### src/rtl/clk_div_monitor.sv
// Receive-side checker for a divided clock: measures period/high time of div_clk_in
// in clk_in cycles, tracks lock, and flags period, duty and stuck faults.
module clk_div_monitor #(
  parameter int DIV_RATIO  = 6,
  parameter int CNT_W      = 8,
  parameter int LOCK_COUNT = 4
) (
  input  logic             clk_in,
  input  logic             reset,
  input  logic             div_clk_in,
  output logic [CNT_W-1:0] period_out,
  output logic [CNT_W-1:0] high_out,
  output logic             meas_valid,
  output logic             locked,
  output logic             period_err,
  output logic             duty_err,
  output logic             stuck_err
);

  localparam int GW = (LOCK_COUNT < 2) ? 1 : $clog2(LOCK_COUNT + 1);
  localparam logic [CNT_W-1:0] SAT  = CNT_W'(2 * DIV_RATIO);
  localparam logic [CNT_W-1:0] PER  = CNT_W'(DIV_RATIO);
  localparam logic [CNT_W-1:0] HMIN = CNT_W'(DIV_RATIO / 2);
  localparam logic [CNT_W-1:0] HMAX = CNT_W'((DIV_RATIO + 1) / 2);
  localparam logic [GW-1:0]    LAST = GW'(LOCK_COUNT - 1);

  typedef enum logic [1:0] {IDLE, ACQUIRE, LOCKED} state_t;

  state_t           state, state_n;
  logic [GW-1:0]    good, good_n;
  logic [CNT_W-1:0] pcnt, hcnt;
  logic             d_q, rise, p_bad, d_bad;
  logic             locked_n, meas_n, perr_n, derr_n, stuck_n;

  assign rise  = div_clk_in & ~d_q;
  assign p_bad = (pcnt != PER);
  assign d_bad = (hcnt < HMIN) || (hcnt > HMAX);

  always_comb begin
    state_n  = state;
    good_n   = good;
    locked_n = locked;
    meas_n   = 1'b0;
    perr_n   = 1'b0;
    derr_n   = 1'b0;
    stuck_n  = 1'b0;
    case (state)
      IDLE: begin
        // First edge only establishes the reference; nothing to measure yet.
        if (rise) begin
          state_n = ACQUIRE;
          good_n  = '0;
        end
      end
      ACQUIRE, LOCKED: begin
        if (rise) begin
          meas_n = 1'b1;
          perr_n = p_bad;
          derr_n = d_bad;
          if (p_bad || d_bad) begin
            state_n  = ACQUIRE;
            good_n   = '0;
            locked_n = 1'b0;
          end else if (state == ACQUIRE) begin
            good_n = good + 1'b1;
            if (good == LAST) begin
              state_n  = LOCKED;
              locked_n = 1'b1;
            end
          end
        end else if (pcnt == SAT) begin
          // Dropping to IDLE disarms the timeout until the next edge.
          stuck_n  = 1'b1;
          locked_n = 1'b0;
          state_n  = IDLE;
        end
      end
      default: state_n = IDLE;
    endcase
  end

  always_ff @(posedge clk_in) begin
    if (reset) begin
      state      <= IDLE;
      good       <= '0;
      pcnt       <= '0;
      hcnt       <= '0;
      d_q        <= 1'b0;
      period_out <= '0;
      high_out   <= '0;
      meas_valid <= 1'b0;
      locked     <= 1'b0;
      period_err <= 1'b0;
      duty_err   <= 1'b0;
      stuck_err  <= 1'b0;
    end else begin
      state      <= state_n;
      good       <= good_n;
      d_q        <= div_clk_in;
      meas_valid <= meas_n;
      locked     <= locked_n;
      period_err <= perr_n;
      duty_err   <= derr_n;
      stuck_err  <= stuck_n;
      if (rise) pcnt <= CNT_W'(1);
      else if (pcnt != SAT) pcnt <= pcnt + 1'b1;
      if (rise) hcnt <= CNT_W'(1);
      else if (hcnt != SAT) hcnt <= hcnt + {{(CNT_W-1){1'b0}}, div_clk_in};
      if (meas_n) begin
        period_out <= pcnt;
        high_out   <= hcnt;
      end
    end
  end

endmodule
### config.mk
export PLATFORM = sky130hd
export DESIGN_NAME = clk_div_monitor
export DESIGN_NICKNAME = d
export VERILOG_FILES = /design/src/rtl/clk_div_monitor.sv
export SDC_FILE = /design/constraint.sdc
export NUM_CORES = 1
export LEC_CHECK = 0
export CAP_MARGIN = 5
export CORE_MARGIN = 10
export CORE_UTILIZATION = 66
export CTS_CLUSTER_DIAMETER = 50
export DETAILED_ROUTE_END_ITERATION = 12
export DONT_BUFFER_PORTS = 1
export PLACE_DENSITY = 0.91
export SLEW_MARGIN = 25
export SYNTH_ARGS = -nofsm -noshare
export SYNTH_HDL_FRONTEND = slang
export SYNTH_SLANG_ARGS = --single-unit
### constraint.sdc
create_clock -name clk_in -period 3.6 [get_ports clk_in]
set_input_delay 0.54 -clock clk_in [delete_from_list [all_inputs] [get_ports clk_in]]
set_output_delay 0.54 -clock clk_in [all_outputs]
set_load 0.03 [all_outputs]
==> After elaboration in Yosys (flattened, before gate mapping) <==
Index checks and enable logic that the tools add are counted.
{ "word_totals": {"regBits": 43, "latch_bits": 0, "ram_bits": 0, "romBits": 0, "input_bits": 3, "output_inout_bits": 21, "word_cells": 76, "n_memories": 0} }
{ "classes": {"add_sub_neg": 3, "multipliers": 0, "div": 0, "n_lt_le_gt_ge": 2, "eq_ne": 15, "n_shift": 0, "n_mux": 24, "bitwise": 4, "reduce_logical": 14} }
{ "ops": {"columns": ["op", "n"], "rows": [
  ["$ne A8 B4 Y1 const B", 2],
  ["$mux W1", 12],
  ["$mux W2", 6],
  ["$mux W3", 4],
  ["$reduce_and A4 Y1", 3],
  ["$add A8 B1 Y8", 1],
  ["$add A8 B1 Y8 const B", 1],
  ["$eq A8 B4 Y1 const B", 1],
  ["$gt A8 B2 Y1 const B", 1],
  ["$lt A8 B2 Y1 const B", 1],
  ["$ne A4 B4 Y1 const B", 2],
  ["$ne A8 B3 Y1 const B", 1],
  ["$reduce_bool A2 Y1", 4],
  ["$ne A3 B1 Y1 const B", 2],
  ["$ne A3 B3 Y1 const B", 2],
  ["$pmux W3 S2", 1],
  ["$reduce_or A3 Y1", 2],
  ["$ne A2 B2 Y1 const B", 2],
  ["$pmux W2 S2", 1],
  ["$reduce_or A2 Y1", 2],
  ["$add A3 B1 Y3 const B", 1],
  ["$eq A3 B2 Y1 const B", 1],
  ["$not A1 Y1", 3],
  ["$eq A2 B1 Y1 const B", 1],
  ["other kinds (4)", 5]
]} }

==> Longest topological paths before layout <==
{ "depth": {"ltp_word": 6, "depth_mapped": 7, "ltp_nobuf": 6} }

==> Worst setup path after synthesis <==
No wires, ideal clock.
{ "synth_path": {"path_kind": "register to register", "from": "reg pcnt[4]", "to": "reg state[0]", "setup_time_ps": 57, "arrival_ps": 1776, "required_ps": 3543, "setup_slack_ps": 1767, "path_stages_with_launch": 5, "n_path_buf": 0, "synth_period_minus_slack_ps": 1833, "path_cell_list": "dfxtp_1 > or4_4 > or4_4 > a41oi_1 > o32a_2"} }
{ "synth_via": {"elab_chain_len": 5, "word_cells_on_any_way": 10, "classes_between": "eq/ne (5); mux (3); reduce/logical (2)"} }
{ "synth_lines": {"columns": ["element", "line_no", "text"], "rows": [
  ["start: declaration", "31", "logic [CNT_W-1:0] pcnt, hcnt;"],
  ["start signal: assignment", "106", "else if (pcnt != SAT) pcnt <= pcnt + 1'b1;"],
  ["$ne A8 B3 Y1", "36", "assign p_bad = (pcnt != PER);"],
  ["$logic_or A1 B1 Y1", "60", "if (p_bad || d_bad) begin"],
  ["$mux W2", "60", null],
  ["$mux W2", "56", "if (rise) begin"],
  ["$pmux W2 S2", "47", "case (state)"],
  ["end signal: assignment", "97", "state <= state_n;"],
  ["end: declaration", "29", "state_t state, state_n;"]
]} }
Parallel ways exist; a longest one is shown, timed or not.
A chain may end at the register's enable or synchronous reset.

==> Final worst setup path <==
{ "layout_path": {"from": "reg state[1]", "to": "reg locked"} }
{ "layout_via": {"elab_chain_len": 3, "word_cells_on_any_way": 5, "classes_between": "eq/ne (3); reduce/logical (2)"} }
{ "layout_lines": {"columns": ["element", "line_no", "text"], "rows": [
  ["$eq A2 B1 Y1 or $eq A2 B2 Y1 (tied branches)", "47, 64", null],
  ["$ne A3 B1 Y1 (no source line) or $reduce_or A2 Y1 (tied branches)", null, null],
  ["$reduce_and A4 Y1 (no source line) (*)", null, null],
  ["end signal: assignment", "101", "locked <= locked_n;"],
  ["end: declaration", "14", "output logic locked,"]
]} }
Every way passes the cells marked *; elsewhere a longest branch is shown, timed or not.

==> qor.txt <==
outcome = complete, no violations
Design Power = 1.05 mW
Initial Util = 69.1%
internal reg-to-reg setup slack = 1.39 ns
CP arrival = 2.47 ns
vias post-DR = 1555
die area = 0.00547 sq mm
combinational share of power = 15.2%
register area share after synthesis = 44.8%
Overflow after GRT = 0
max frequency = 452 MHz
Final Cell Area = 0.00203 sq mm
Post-Syn Area = 0.00192 sq mm
Post-DP Area = 0.00193 sq mm
final std cells w/o fill = 253
Nets = 235
initial DRC count = 98
Register-to-Register Path Depth = 5
Final Hold Viols = 0
postcts setup bufs = 0
Pint = 0.763 mW
VDD IR max = 0.000475 V
# IOs = 24
Tightest Pin Transition = 0.742 ns
largest net degree at the start of global routing = 30
beginning of the worst hold path = reset
Hold-fix buffers, CTS = 0
Yosys top cell by area = dfxtp_1
Netlist cell types = 39
gpl congestion = 0.925
max incr delay on CP = 0.70 ns
max-slew violations = 0
TritonCTS buffer count = 5
Total GRT Usage = 15.4%
Hold WC Path Type = in2reg
DRC viols = 0
Mean Syn Cell Area = 8.62 sq um
Async S/R FF share, synth = 0%
number of setup violations in the final report = 0
drt wl/cell = 16.0 microns
initial antenna violation count = 0
Final min period = 2.21 ns
Syn Inst Count = 223
Post-synth EDFFs = 0
hold-critical path endpoint = period_out[5]
CORE AREA = 0.00278 sq mm
ANT cells = 0
largest cells by area after synthesis = dfxtp_1 45%, nand2_1 8.8%, ha_1 7.2%
router iterations before antenna repair = 4
Crit path required time = 3.86 ns
synth cell count leaders = 45 x nand2_1, 43 x dfxtp_1, 24 x a21oi_1
root buffer cell = clkbuf_4
Total Negative Setup Slacks = 0 ns
Die Span X = 74.0 microns
routed wire length = 4.05 mm
RSZ-0062 raised after global routing = no
CP Class = reg2reg
Leak = 0.742 nW
# placed instances = 245
Post-Syn Nets = 237
max_slew headroom = 50.5%
ANT nets after route = 0
Crit Path Max Fanout = 21
CTS clk-pin slew, worst paths = 0.12 ns
Ys Warns = 0
count leader, synth = nand2_1
vias in the first global route = 1423
post-DP HPWL = 2.91 mm
FP Rows = 19
Resized Gates After CTS = 0
FF-to-FF Start = state[1]
clk buf depth = 2
Cell Pwr Density = 520 mW/mm^2
DR vias/cell = 6.15
Port Buffers = 0
CP cell instances = inv_1, ha_1, and3b_1, nand3_1, a221oi_1
clock network power share = 35.3%
period utilization = 61.5%
sw frac = 27.6%
post-synthesis sequential element count = 43
Final Skew = 0.00504 ns
CTS tree = yes
Sink Count = 43
Synth top area share = 44.8%
CP endpoint kind = flop
die height = 74.0 microns
first-pass GRT wire length = 6.73 mm
hold path depth = 1
Clock Latency Late Sink = 0.36 ns
CP max stage cell = and3b_1
maxcap violations = 0
CTS H-tree lvls = 2
layout cell share with drive strength beyond 1 = 4.95%
reg2reg end = locked
crit path launch type = flop
most used flip-flop cell after synthesis = dfxtp_1
Flop pwr share = 49.5%
switching pwr = 0.291 mW
Synth-to-Final Area Change = 5.53%
==> cell families after synthesis <==
kind of cell / count (synthesis) / synth area share, %
buffers and inverters: 16 / 3.13
AND/OR/NAND/NOR: 100 / 26.4
flip-flops: 43 / 44.8
XOR/XNOR: 13 / 5.92
AO/OA/AOI/OAI: 40 / 12.6
adder cells (fa/ha/maj): 11 / 7.16
==> critical path: cells and delay by family (launching register included) <==
kind,cells,cell delay [ns]
AO/OA/AOI/OAI,1,0.31
adder cells (fa/ha/maj),1,0.45
buffers and inverters,1,0.09
flip-flops,1,0.42
AND/OR/NAND/NOR,2,0.85
==> power groups by stage <==
stage                     logic, mW  clock network [mW]  registers [mW]
after floorplan               0.130                   0           0.528
after global placement        0.154                   0           0.532
after detailed placement      0.158                   0           0.533
after CTS                     0.159               0.373           0.522
after global routing          0.182               0.396           0.525
final                         0.160               0.372           0.522
==> layout by cell type (no fill, tap or decap), types with 2 or more instances in the layout <==
master and n:
nand2_1 45, a21oi_1 24, nand3_1 8, or4_4 2
o21a_1 3, xnor2_1 4, and2_1 2, ha_1 11
dfxtp_1 43, xor2_1 9, and3_1 3, inv_1 7
o21ai_0 2, o22ai_1 2, nor2_1 16, clkbuf_4 5
nand4_1 7, nor2b_1 5, bufinv_16 2
==> how the worst max path moves through the flow <==
stage              from       end  slack [ns]  depth (start not counted)
3_5_place_dp   state[1]    locked        1.40                          5
6_report       state[1]    locked        1.39                          5
5_1_grt        state[1]    locked        1.21                          5
3_3_place_gp   state[1]    locked        1.60                          5
4_1_cts        state[1]    locked        1.39                          5
2_1_floorplan   pcnt[4]  state[0]        1.77                          4
==> final cells by class <==
| type | instances | area, sq um |
|---|---|---|
| fill | 213 | 753 |
| clock buffer | 6 | 41.3 |
| multi-input combinational | 164 | 1000 |
| sequential | 43 | 861 |
| clock inverter | 2 | 60.1 |
| inverter | 7 | 26.3 |
| tap | 31 | 38.8 |
==> routing by layer <==
layer | global-route usage, % | part of all wire [%] | up-vias
li1 | - | - | 766
met1 | 18.1 | 42 | 740
met2 | 25.2 | 50 | 43
met3 | 6.12 | 6.9 | 6
met4 | 4.97 | 1.0 | 0
met5 | 0 | 0 | -
==> metrics by stage <==
| step | worst slack [ns] | utilization (%) | hold WS (ns) |
|---|---|---|---|
| after global routing | 1.21 | 72.9 | 0.207 |
| after detailed placement | 1.40 | 69.3 | 0.473 |
| after CTS | 1.39 | 72.9 | 0.227 |
| after global placement | 1.60 | 69.3 | 0.468 |
| final | 1.39 | 72.9 | 0.232 |
| after floorplan | 1.77 | - | 0.450 |
==> registers in the layout, indices dropped and copies added, names as in the netlist <==
name and cells:
locked 1, meas_valid 1, d_q 1, duty_err 1, period_err 1, state 2, stuck_err 1, pcnt 8
high_out 8, hcnt 8, period_out 8, good 3
Power figures use the tool's default switching activity.
